[src/rtl/seq_alu_pkg.sv]
// Shared opcode encodings, FSM state type and error-bit positions for the
// sequential ALU.
package seq_alu_pkg;

    localparam logic [3:0] OP_ADD = 4'b0100;
    localparam logic [3:0] OP_SUB = 4'b0101;
    localparam logic [3:0] OP_MUL = 4'b0110;
    localparam logic [3:0] OP_DIV = 4'b0111;
    localparam logic [3:0] OP_MOD = 4'b1000;

    typedef enum logic [1:0] {IDLE, MUL, DIV, DONE} aluState_t;

    localparam int ERR_OVF  = 0;
    localparam int ERR_DIV0 = 1;

endpackage

[src/rtl/seq_alu_if.sv]
// Request/result bundle between the operand register file, the sequential
// ALU and the result bus.
interface seq_alu_if #(
    parameter int WIDTH = 16
);

    logic                 Start;
    logic [3:0]           OpCode;
    logic [WIDTH-1:0]     InputA;
    logic [WIDTH-1:0]     InputB;
    logic                 Busy;
    logic                 Done;
    logic [2*WIDTH-1:0]   Result;
    logic [1:0]           Error;

    modport master (
        output Start, OpCode, InputA, InputB,
        input  Busy, Done, Result, Error
    );

    modport slave (
        input  Start, OpCode, InputA, InputB,
        output Busy, Done, Result, Error
    );

endinterface

[src/rtl/seq_alu_divider.sv]
// Unsigned restoring divider datapath: load captures the operands, each enable
// retires one quotient bit, MSB first.
module seq_alu_divider #(
    parameter int WIDTH = 16
) (
    input  logic             clk,
    input  logic             reset,
    input  logic             load,
    input  logic             enable,
    input  logic [WIDTH-1:0] dividend,
    input  logic [WIDTH-1:0] divisor,
    output logic [WIDTH-1:0] nextQuotient,
    output logic [WIDTH-1:0] nextRemainder
);

    logic [WIDTH-1:0] quotient;
    logic [WIDTH-1:0] remainder;
    logic [WIDTH-1:0] divisorReg;
    logic [WIDTH:0]   shifted;
    logic             fits;

    // The partial remainder stays below the divisor, so once the trial
    // subtraction fits the difference always fits back into WIDTH bits.
    always_comb begin
        shifted       = {remainder, quotient[WIDTH-1]};
        fits          = (shifted >= {1'b0, divisorReg});
        nextRemainder = fits ? (shifted[WIDTH-1:0] - divisorReg) : shifted[WIDTH-1:0];
        nextQuotient  = {quotient[WIDTH-2:0], fits};
    end

    always_ff @(posedge clk or posedge reset) begin
        if (reset) begin
            quotient   <= '0;
            remainder  <= '0;
            divisorReg <= '0;
        end else if (load) begin
            quotient   <= dividend;
            remainder  <= '0;
            divisorReg <= divisor;
        end else if (enable) begin
            quotient   <= nextQuotient;
            remainder  <= nextRemainder;
        end
    end

endmodule

[src/rtl/seq_alu.sv]
// Multi-cycle add/sub/mul/div/mod ALU: one operation per accepted Start,
// registered Result/Error held until the next operation completes.
module seq_alu
    import seq_alu_pkg::*;
#(
    parameter int WIDTH = 16
) (
    input  logic          clk,
    input  logic          reset,
    seq_alu_if.slave      bus
);

    localparam int              CW        = $clog2(WIDTH);
    localparam logic [CW-1:0]   LAST_ITER = CW'(WIDTH - 1);

    aluState_t            state, nextState;
    logic [CW-1:0]        iterCount;
    logic                 lastIter;
    logic [2*WIDTH-1:0]   resultReg, resultNext;
    logic [1:0]           errorReg, errorNext;
    logic                 writeOut, loadMul, loadDiv, divEnable;
    logic                 isModReg;
    logic [2*WIDTH-1:0]   mcand, acc, mulSum;
    logic [WIDTH-1:0]     mplier;
    logic [WIDTH-1:0]     bOperand, sum, quotient, remainder;
    logic                 isSub, carryOut, carryIn, overflow;

    // Overflow is the carry into the MSB xor the carry out of it; the carry in
    // is recovered from the MSB sum bit rather than a second adder.
    always_comb begin
        isSub               = (bus.OpCode == OP_SUB);
        bOperand            = isSub ? ~bus.InputB : bus.InputB;
        {carryOut, sum}     = {1'b0, bus.InputA} + {1'b0, bOperand} + {{WIDTH{1'b0}}, isSub};
        carryIn             = sum[WIDTH-1] ^ bus.InputA[WIDTH-1] ^ bOperand[WIDTH-1];
        overflow            = carryIn ^ carryOut;
        mulSum              = acc + (mplier[0] ? mcand : '0);
        lastIter            = (iterCount == LAST_ITER);
    end

    always_comb begin
        nextState  = state;
        resultNext = resultReg;
        errorNext  = errorReg;
        writeOut   = 1'b0;
        loadMul    = 1'b0;
        loadDiv    = 1'b0;
        divEnable  = 1'b0;
        case (state)
            IDLE, DONE: begin
                nextState = IDLE;
                if (bus.Start) begin
                    case (bus.OpCode)
                        OP_ADD, OP_SUB: begin
                            writeOut            = 1'b1;
                            resultNext          = {{WIDTH{sum[WIDTH-1]}}, sum};
                            errorNext           = 2'b00;
                            errorNext[ERR_OVF]  = overflow;
                            nextState           = DONE;
                        end
                        OP_MUL: begin
                            loadMul   = 1'b1;
                            nextState = MUL;
                        end
                        OP_DIV, OP_MOD: begin
                            if (bus.InputB == '0) begin
                                writeOut            = 1'b1;
                                errorNext           = 2'b00;
                                errorNext[ERR_DIV0] = 1'b1;
                                resultNext          = (bus.OpCode == OP_DIV) ? '1
                                                      : {{WIDTH{1'b0}}, bus.InputA};
                                nextState           = DONE;
                            end else begin
                                loadDiv   = 1'b1;
                                nextState = DIV;
                            end
                        end
                        default: begin
                            writeOut   = 1'b1;
                            resultNext = '0;
                            errorNext  = 2'b00;
                            nextState  = DONE;
                        end
                    endcase
                end
            end
            MUL: begin
                if (lastIter) begin
                    writeOut   = 1'b1;
                    resultNext = mulSum;
                    errorNext  = 2'b00;
                    nextState  = DONE;
                end
            end
            DIV: begin
                divEnable = 1'b1;
                if (lastIter) begin
                    writeOut   = 1'b1;
                    resultNext = {{WIDTH{1'b0}}, isModReg ? remainder : quotient};
                    errorNext  = 2'b00;
                    nextState  = DONE;
                end
            end
            default: nextState = IDLE;
        endcase
    end

    always_ff @(posedge clk or posedge reset) begin
        if (reset) begin
            state <= IDLE;
        end else begin
            state <= nextState;
        end
    end

    // The final iteration edge writes the result straight from the
    // combinational next values, so Result lands together with DONE.
    always_ff @(posedge clk or posedge reset) begin
        if (reset) begin
            resultReg <= '0;
            errorReg  <= 2'b00;
            iterCount <= '0;
            isModReg  <= 1'b0;
            mcand     <= '0;
            mplier    <= '0;
            acc       <= '0;
        end else begin
            if (writeOut) begin
                resultReg <= resultNext;
                errorReg  <= errorNext;
            end
            if (loadMul || loadDiv) begin
                iterCount <= '0;
            end else if (state == MUL || state == DIV) begin
                iterCount <= lastIter ? '0 : iterCount + 1'b1;
            end
            if (loadDiv) begin
                isModReg <= (bus.OpCode == OP_MOD);
            end
            if (loadMul) begin
                mcand  <= {{WIDTH{1'b0}}, bus.InputA};
                mplier <= bus.InputB;
                acc    <= '0;
            end else if (state == MUL) begin
                acc    <= mulSum;
                mcand  <= mcand << 1;
                mplier <= mplier >> 1;
            end
        end
    end

    seq_alu_divider #(.WIDTH(WIDTH)) divider (
        .clk           (clk),
        .reset         (reset),
        .load          (loadDiv),
        .enable        (divEnable),
        .dividend      (bus.InputA),
        .divisor       (bus.InputB),
        .nextQuotient  (quotient),
        .nextRemainder (remainder)
    );

    assign bus.Busy   = (state == MUL) || (state == DIV);
    assign bus.Done   = (state == DONE);
    assign bus.Result = resultReg;
    assign bus.Error  = errorReg;

endmodule

[src/flat_wrapper.sv]
// flat-port wrapper written by rule: the top's interface ports become plain ports
module seq_alu_flat import seq_alu_pkg::*;
#(
    parameter int WIDTH = 16
)
  (clk, reset, bus_Start, bus_OpCode, bus_InputA, bus_InputB, bus_Busy, bus_Done, bus_Result, bus_Error);
  seq_alu_if #(.WIDTH(WIDTH)) bus_i ();
  input  logic clk;
  input  logic reset;
  input wire logic [$bits(bus_i.Start)-1:0] bus_Start;
  input wire logic [$bits(bus_i.OpCode)-1:0] bus_OpCode;
  input wire logic [$bits(bus_i.InputA)-1:0] bus_InputA;
  input wire logic [$bits(bus_i.InputB)-1:0] bus_InputB;
  output wire logic [$bits(bus_i.Busy)-1:0] bus_Busy;
  output wire logic [$bits(bus_i.Done)-1:0] bus_Done;
  output wire logic [$bits(bus_i.Result)-1:0] bus_Result;
  output wire logic [$bits(bus_i.Error)-1:0] bus_Error;
  assign bus_i.Start = bus_Start;
  assign bus_i.OpCode = bus_OpCode;
  assign bus_i.InputA = bus_InputA;
  assign bus_i.InputB = bus_InputB;
  assign bus_Busy = bus_i.Busy;
  assign bus_Done = bus_i.Done;
  assign bus_Result = bus_i.Result;
  assign bus_Error = bus_i.Error;
  seq_alu #(.WIDTH(WIDTH)) u_core (.clk(clk), .reset(reset), .bus(bus_i));
endmodule
[config.mk]
export PLATFORM = sky130hd
export DESIGN_NAME = seq_alu_flat
export DESIGN_NICKNAME = d
export VERILOG_FILES = /design/src/rtl/seq_alu_pkg.sv /design/src/rtl/seq_alu_if.sv /design/src/rtl/seq_alu_divider.sv /design/src/rtl/seq_alu.sv /design/src/flat_wrapper.sv
export SDC_FILE = /design/constraint.sdc
export NUM_CORES = 1
export LEC_CHECK = 0
export CAP_MARGIN = 40
export CELL_PAD_IN_SITES_DETAIL_PLACEMENT = 1
export CELL_PAD_IN_SITES_GLOBAL_PLACEMENT = 2
export CORE_ASPECT_RATIO = 1.25
export CORE_MARGIN = 2
export CORE_UTILIZATION = 38
export DETAILED_ROUTE_END_ITERATION = 7
export GPL_ROUTABILITY_DRIVEN = 0
export GPL_TIMING_DRIVEN = 0
export PLACE_DENSITY = 0.78
export SLEW_MARGIN = 20
export SYNTH_ARGS = -nofsm -noshare
export SYNTH_HDL_FRONTEND = slang
export SYNTH_SLANG_ARGS = --single-unit
[constraint.sdc]
create_clock -name clk -period 6 [get_ports clk]
set_input_delay 0.9 -clock clk [delete_from_list [all_inputs] [get_ports clk]]
set_output_delay 0.9 -clock clk [all_outputs]
set_load 0.02 [all_outputs]
==> results of run 1 <==
==> per-layer routing <==
layer  wire [um]  part of all wire, %  vias up
met5           0                    0        -
met4        1200                  2.9        0
met3         923                  2.3       53
met2       21700                   53      167
met1       16800                   41     5000
li1            -                    -     4738
==> worst reg2reg max path, stage by stage, from the launching register on <==
cell,delay (ns)
dfrtp_1,0.49
clkbuf_1,0.23
and2_1,0.21
ha_1,0.22
fa_1,0.42
a21o_1,0.22
a221oi_2,0.36
o211ai_1,0.28
a31o_2,0.37
a2111oi_2,0.40
o31ai_1,0.16
xor2_1,0.15
nand2_1,0.12
a21oi_1,0.23
==> cells by family (layout without fill, tap and decap cells) <==
kind of cell | count (synthesis) | after routing | synth area share (%)
simple gates | 395 | 395 | 16.2
compound gates | 380 | 380 | 21.7
flops | 169 | 169 | 37.3
buf+inv | 96 | 205 | 3.67
mux | 85 | 85 | 7.54
fa+ha+maj | 72 | 72 | 8.15
xor+xnor | 70 | 70 | 5.41
==> through the flow <==
stage               hold WS (ns)  instance area, um2  total power, W  setup slack [ns]  setup TNS (ns)
floorplan                  0.450               11300         0.00607             0.525               0
global placement           0.462               12600         0.00785             -2.18         -365.38
detailed placement         0.469               12600         0.00797             0.890               0
CTS                        0.487               13200         0.00914              1.35               0
global route               0.507               13200         0.00985             0.995               0
finish                     0.481               13200         0.00909              1.34               0
==> worst max-delay path by stage <==
stage                     slack (ns)               endpoint          start
after floorplan                 0.52          u_core.acc[0]          reset
after global placement         -2.18         u_core.acc[29]          reset
after detailed placement        0.89  u_core.bus.Result[18]  bus_OpCode[1]
after CTS                       1.35  u_core.bus.Result[18]  bus_OpCode[1]
after global routing             1.0  u_core.bus.Result[29]  bus_OpCode[1]
final                           1.34  u_core.bus.Result[18]  bus_OpCode[1]
==> power breakdown <==
part / total [W] / internal [W] / switching, W
combinational: 0.00583 / 0.00228 / 0.00355
sequential: 0.00214 / 0.00172 / 0.000424
clock: 0.00112 / 0.000559 / 0.000562
==> layout by cell type, fill, tap and decap left out, types with 6 or more instances in the layout <==
| cell type | netlist | layout |
|---|---|---|
| dfrtp_1 | 169 | 169 |
| nand2_1 | 155 | 155 |
| o21ai_0 | 114 | 114 |
| nor2_1 | 104 | 104 |
| a21oi_1 | 91 | 91 |
| mux2i_1 | 82 | 82 |
| clkdlybuf4s50_1 | 0 | 73 |
| ha_1 | 69 | 69 |
| clkbuf_1 | 48 | 48 |
| xnor2_1 | 44 | 44 |
| and2_1 | 37 | 37 |
| inv_1 | 33 | 32 |
| a211oi_1 | 26 | 26 |
| xor2_1 | 26 | 26 |
| nand2b_1 | 25 | 25 |
| a21o_1 | 20 | 20 |
| clkbuf_16 | 0 | 17 |
| a31oi_1 | 15 | 15 |
| o211ai_1 | 15 | 15 |
| a221oi_1 | 15 | 15 |
| nor2b_1 | 14 | 14 |
| o21a_1 | 12 | 12 |
| nand3_1 | 12 | 12 |
| nor3_1 | 11 | 11 |
| and3_1 | 7 | 7 |
| o31ai_1 | 7 | 7 |
| o21ai_1 | 7 | 7 |
| o2111ai_1 | 7 | 7 |
| buf_2 | 5 | 6 |
==> flip-flops by register name (all words and copies together) (netlist names) <==
register                   cells
u_core.divider.divisorReg     16
u_core.isModReg                1
u_core.state                   2
u_core.bus.Result             32
u_core.iterCount               4
u_core.divider.remainder      16
u_core.mcand                  32
u_core.bus.Error               2
u_core.mplier                 16
u_core.acc                    32
u_core.divider.quotient       16
==> final cells by class <==
cell class / instances / area share, %
Buffer: 63 / 2.21
Tap cell: 396 / 3.76
Sequential cell: 169 / 32.1
Clock inverter: 14 / 0.978
Clock buffer: 18 / 3.33
Inverter: 33 / 0.997
Multi-Input combinational cell: 1002 / 50.7
Timing Repair Buffer: 77 / 5.91
==> impl_metrics.yaml, run 1 <==
clock_tree:
  clockBufferDepth: 2
  cts_resized: 0
  cts_tree: "built"
  worstSkewPairLatency_ns: 0.45
  cts_buffers: 17
  ctsHoldBuffers: 0
  cts_sinks: 169
  cts_root_buf: "clkbuf_16"
  cts.clk_slew.worst_paths_ns: 0.08
  htreeDepth: 4
  cts_setup_buffers: 0
cells_and_area:
  nFillCells: 3473
  synthToLayoutAreaGrowth_pct: 16.3
  utilization_pct: 44.9
  seqCellArea_um2: 4230
  multi_input_area_um2: 6690
  final_cells: 1772
  final_nets: 1474
  diodes: 0
  drive_gt1_share_pct: 5.67
global_routing:
  grt_use_met2_pct: 50.2
  use_met1_pct: 32.0
  grt_first_pass_wirelength_um: 62800
  top_usage_layer: "met2"
  grt_use_total_pct: 27.0
  overflow: 0
  grt_pass1_vias: 10545
  met3_usage_pct: 2.81
  antenna_found_initial: 0
  grt_start_max_net_pins: 87
worst_setup_path:
  crit_fanout: 10
  cp_slowest_cell: "clkdlybuf4s50_1"
  r2r-start: "u_core.mplier[0]"
  cp.arrival_ns: 5.05
  critPathMaxStageDelay_ns: 0.61
  r2r_slack_ns: 2.04
  critPathBufInv: 3
  crit_required_ns: 6.39
  crit_type: "in2reg"
  path_depth: 15
  path_common_cell: "a21oi_1"
  timing.rr.end: "u_core.acc[30]"
  crit_family: "buffers and inverters"
  endpoint_kind: "register"
  start_kind: "primary input"
  reg2reg_depth: 13
  path_cells: "clkdlybuf4s50_1, nand4bb_1, buf_4, buf_1, xnor2_1, ha_1, a21oi_1, o21ai_0, a21oi_1, o21ai_0, or4_1, nand3_1, nand2_1, a21oi_1, a21o_1"
floorplan:
  core-area_um2: 29300
  initial_utilization_pct: 38.6
  die_w_um: 158
  die_area_um2: 31200
  core.rowCount: 70
  chipHeight_um: 197
  io_pins: 75
timing:
  drv_slew: 0
  fin_skew_ns: 0.0143
  finalHoldViolCount: 0
  slew_headroom_pct: 41.6
  finalCriticalPeriod_ns: 4.66
  fin_crit_sh_pct: 77.6
  clock.fmax_mhz: 215
  worst_pin_slew_ns: 0.873
  grt_setup_unrepaired: "no"
  setup_viol: 0
power:
  powerDensity_nw_per_um2: 689
  p_leak_nw: 5.53
  ir_worst_vdd_v: 0.000340
flow_run:
  maxCapViolCount: 0
logic_synthesis:
  yosys_warnings: 0
  yosysMostFrequentCell: "dfrtp_1"
  synth_seq_cells: 169
  seq_area_frac_synth_pct: 37.3
  syn_inst: 1267
  syn_area_per_cell_um2: 8.94
  synth_top_cell_area_share_pct: 37.3
  synth_edf_count: 0
  yosysTopAreaCell: "dfrtp_1"
  synth_fp_nets: 1378
  ys.flop_type: "dfrtp_1"
  synth_commonest_cells: "169 x dfrtp_1, 155 x nand2_1, 114 x o21ai_0"
  synth-async-reset-ratio_pct: 100
  yosysUniqueCellTypes: 75
  yosys-top-cells-area: "dfrtp_1 37%, ha_1 7.6%, mux2i_1 7.2%, nand2_1 5.1%, o21ai_0 5.0%"
  syn_area_um2: 11300
hold_path:
  min_path_type: "reg2reg"
  whs_path_depth: 2
  worstHoldStart: "u_core.bus.Error[0]"
  min_to: "u_core.bus.Error[0]"
route:
  drtIter0Drc: 398
  wl_per_cell_um: 22.9
  viasPerCell: 5.62
  firstDrtPassIters: 5
  ant_nets: 0
  vias: 9958
  routed_wl_um: 40600
  drc: 0
place:
  port_buffers: 73
  dp_hpwl_um: 31800
  dp.cells: 1738
status:
  outcome: "finished, final reports clean"
No activity file was read; power rests on OpenSTA's default activity.
==> run 2: changes to the inputs <==
- clock period: 6 -> 4.4 ns (I/O delays scaled with it)
==> run 2 against run 1 <==
Against the previous run:
- worst hold slack barely moved
- power rose by 37%
- critical path depth is 1 lower
- routed wire length rose by 1.3%
- largest cell class unchanged
==> impl_metrics.yaml, run 2 (same netlist as run 1, synthesis figures left out) <==
global_routing:
  grt_pass1_vias: 10666
  grt_use_total_pct: 27.3
  overflow: 0
  antenna_found_initial: 0
  top_usage_layer: "met2"
  grt_start_max_net_pins: 33
  grt_first_pass_wirelength_um: 63400
  grt_use_met2_pct: 50.8
  use_met1_pct: 31.7
  met3_usage_pct: 3.23
worst_setup_path:
  cp.arrival_ns: 4.45
  endpoint_kind: "register"
  critPathBufInv: 2
  crit_start: "bus_OpCode[1]"
  cp_slowest_cell: "clkdlybuf4s50_1"
  crit_required_ns: 4.78
  r2r-start: "u_core.mplier[0]"
  timing.rr.end: "u_core.bus.Result[31]"
  r2r_slack_ns: 0.42
  reg2reg_depth: 12
  start_kind: "primary input"
  crit_type: "in2reg"
  critPathMaxStageDelay_ns: 0.61
  crit_family: "simple AND/OR/NAND/NOR gates"
  path_cells: "clkdlybuf4s50_1, nand4bb_1, buf_4, xnor2_1, ha_1, a21oi_1, nor2_1, a211oi_1, a211oi_1, or4_1, nand3_1, nand2_1, a21oi_1, a21o_1"
  crit_fanout: 17
route:
  ant_nets: 0
  routed_wl_um: 41100
  wl_per_cell_um: 23.1
  drc: 0
  firstDrtPassIters: 4
  vias: 9980
  viasPerCell: 5.62
  drtIter0Drc: 497
floorplan:
  io_pins: 75
  chipHeight_um: 197
  core-area_um2: 29300
  initial_utilization_pct: 38.6
  core.rowCount: 70
  die_area_um2: 31200
  die_w_um: 158
clock_tree:
  htreeDepth: 4
  cts_buffers: 17
  cts_sinks: 169
  cts.clk_slew.worst_paths_ns: 0.07
  cts_tree: "built"
  clockBufferDepth: 2
  worstSkewPairLatency_ns: 0.45
  cts_root_buf: "clkbuf_16"
cells_and_area:
  layout_commonest_cell: "dfrtp_1"
  final_nets: 1479
  layout_common_cells: "169 x dfrtp_1, 155 x nand2_1, 114 x o21ai_0, 103 x nor2_1, 91 x a21oi_1"
  synthToLayoutAreaGrowth_pct: 17.3
  drive_gt1_share_pct: 6.15
  diodes: 0
  utilization_pct: 45.3
timing:
  setup_viol: 0
  fin_skew_ns: 0.00974
  grt_setup_unrepaired: "no"
  finalCriticalPeriod_ns: 4.06
  drv_slew: 0
  worst_pin_slew_ns: 0.899
  slew_headroom_pct: 39.7
  setup-tns-final_ns: 0
  finalHoldViolCount: 0
  fin_crit_sh_pct: 92.4
  clock.fmax_mhz: 246
power:
  powerDensity_nw_per_um2: 937
  p_leak_nw: 5.58
  ir_worst_vdd_v: 0.000383
hold_path:
  min_to: "u_core.bus.Result[22]"
  whs_path_depth: 2
  min_path_type: "reg2reg"
  worstHoldStart: "u_core.bus.Result[22]"
place:
  dp_hpwl_um: 32600
  port_buffers: 73
status:
  outcome: "finished, final reports clean"
flow_run:
  maxCapViolCount: 0
[run 2: cell count changes in the layout (fill, tap and decap cells not counted), moves of 2 or more]
cell / delta
clkinv_2: +4
buf_12: +5
inv_8: -3
clkinv_4: +2
inv_6: -3
[run 2: metal layers]
layer | part of all wire (%) | routed length [um] | vias up
met2 | 53 | 21900 | 167
met1 | 41 | 16700 | 5041
li1 | - | - | 4717
met4 | 3.3 | 1350 | 0
met3 | 2.8 | 1140 | 55
met5 | 0 | 0 | -
[run 2: worst max path at each step]
stage / end / slack [ns] / depth (start not counted)
after floorplan: u_core.bus.Result[31] / 0.93 / 14
after global routing: u_core.bus.Result[16] / 0.008 / 14
after CTS: u_core.bus.Result[16] / 0.38 / 14
final: u_core.bus.Result[16] / 0.34 / 14
after detailed placement: u_core.bus.Result[29] / -0.70 / 15
after global placement: u_core.bus.Result[29] / -0.67 / 15
[run 2: metrics by stage]
step	setup slack (ns)	cells	cell area (um2)	hold slack (ns)	total power (W)
after CTS	0.379	1775	13300	0.488	0.0125
after global placement	-0.667	1736	12600	0.461	0.0107
final	0.336	1777	13300	0.481	0.0125
after floorplan	0.933	1267	11300	0.450	0.00828
after global routing	0.00803	1777	13300	0.509	0.0134
after detailed placement	-0.701	1744	12700	0.472	0.0110
[run 2: tightest hold or removal path, stage by stage (launching register included)]
cell     delay [ns]
dfrtp_1        0.34
nand2_1        0.05
o21ai_0        0.06
[run 2: final cells by class]
type | instances | area (um2)
inverter | 33 | 128
multi-input combinational | 1002 | 6690
sequential | 169 | 4230
buffer | 62 | 288
clock inverter | 14 | 124
tap | 396 | 495
timing repair buffer | 83 | 896
clock buffer | 18 | 439
fill | 3473 | 16100
[run 2: power breakdown]
part / total [W] / switching (W) / internal, W
Combinational: 0.00804 / 0.00491 / 0.00313
Clock: 0.00150 / 0.000703 / 0.000797
Sequential: 0.00291 / 0.000568 / 0.00234
Total: 0.0125 / 0.00618 / 0.00627
[run 2: repair_timing]
action | 4_1_cts | 5_1_grt
hold buffers | 0 | 0
resized for setup | 1 | 0
setup buffers | 0 | 0
setup endpoints to repair | 11 | 0
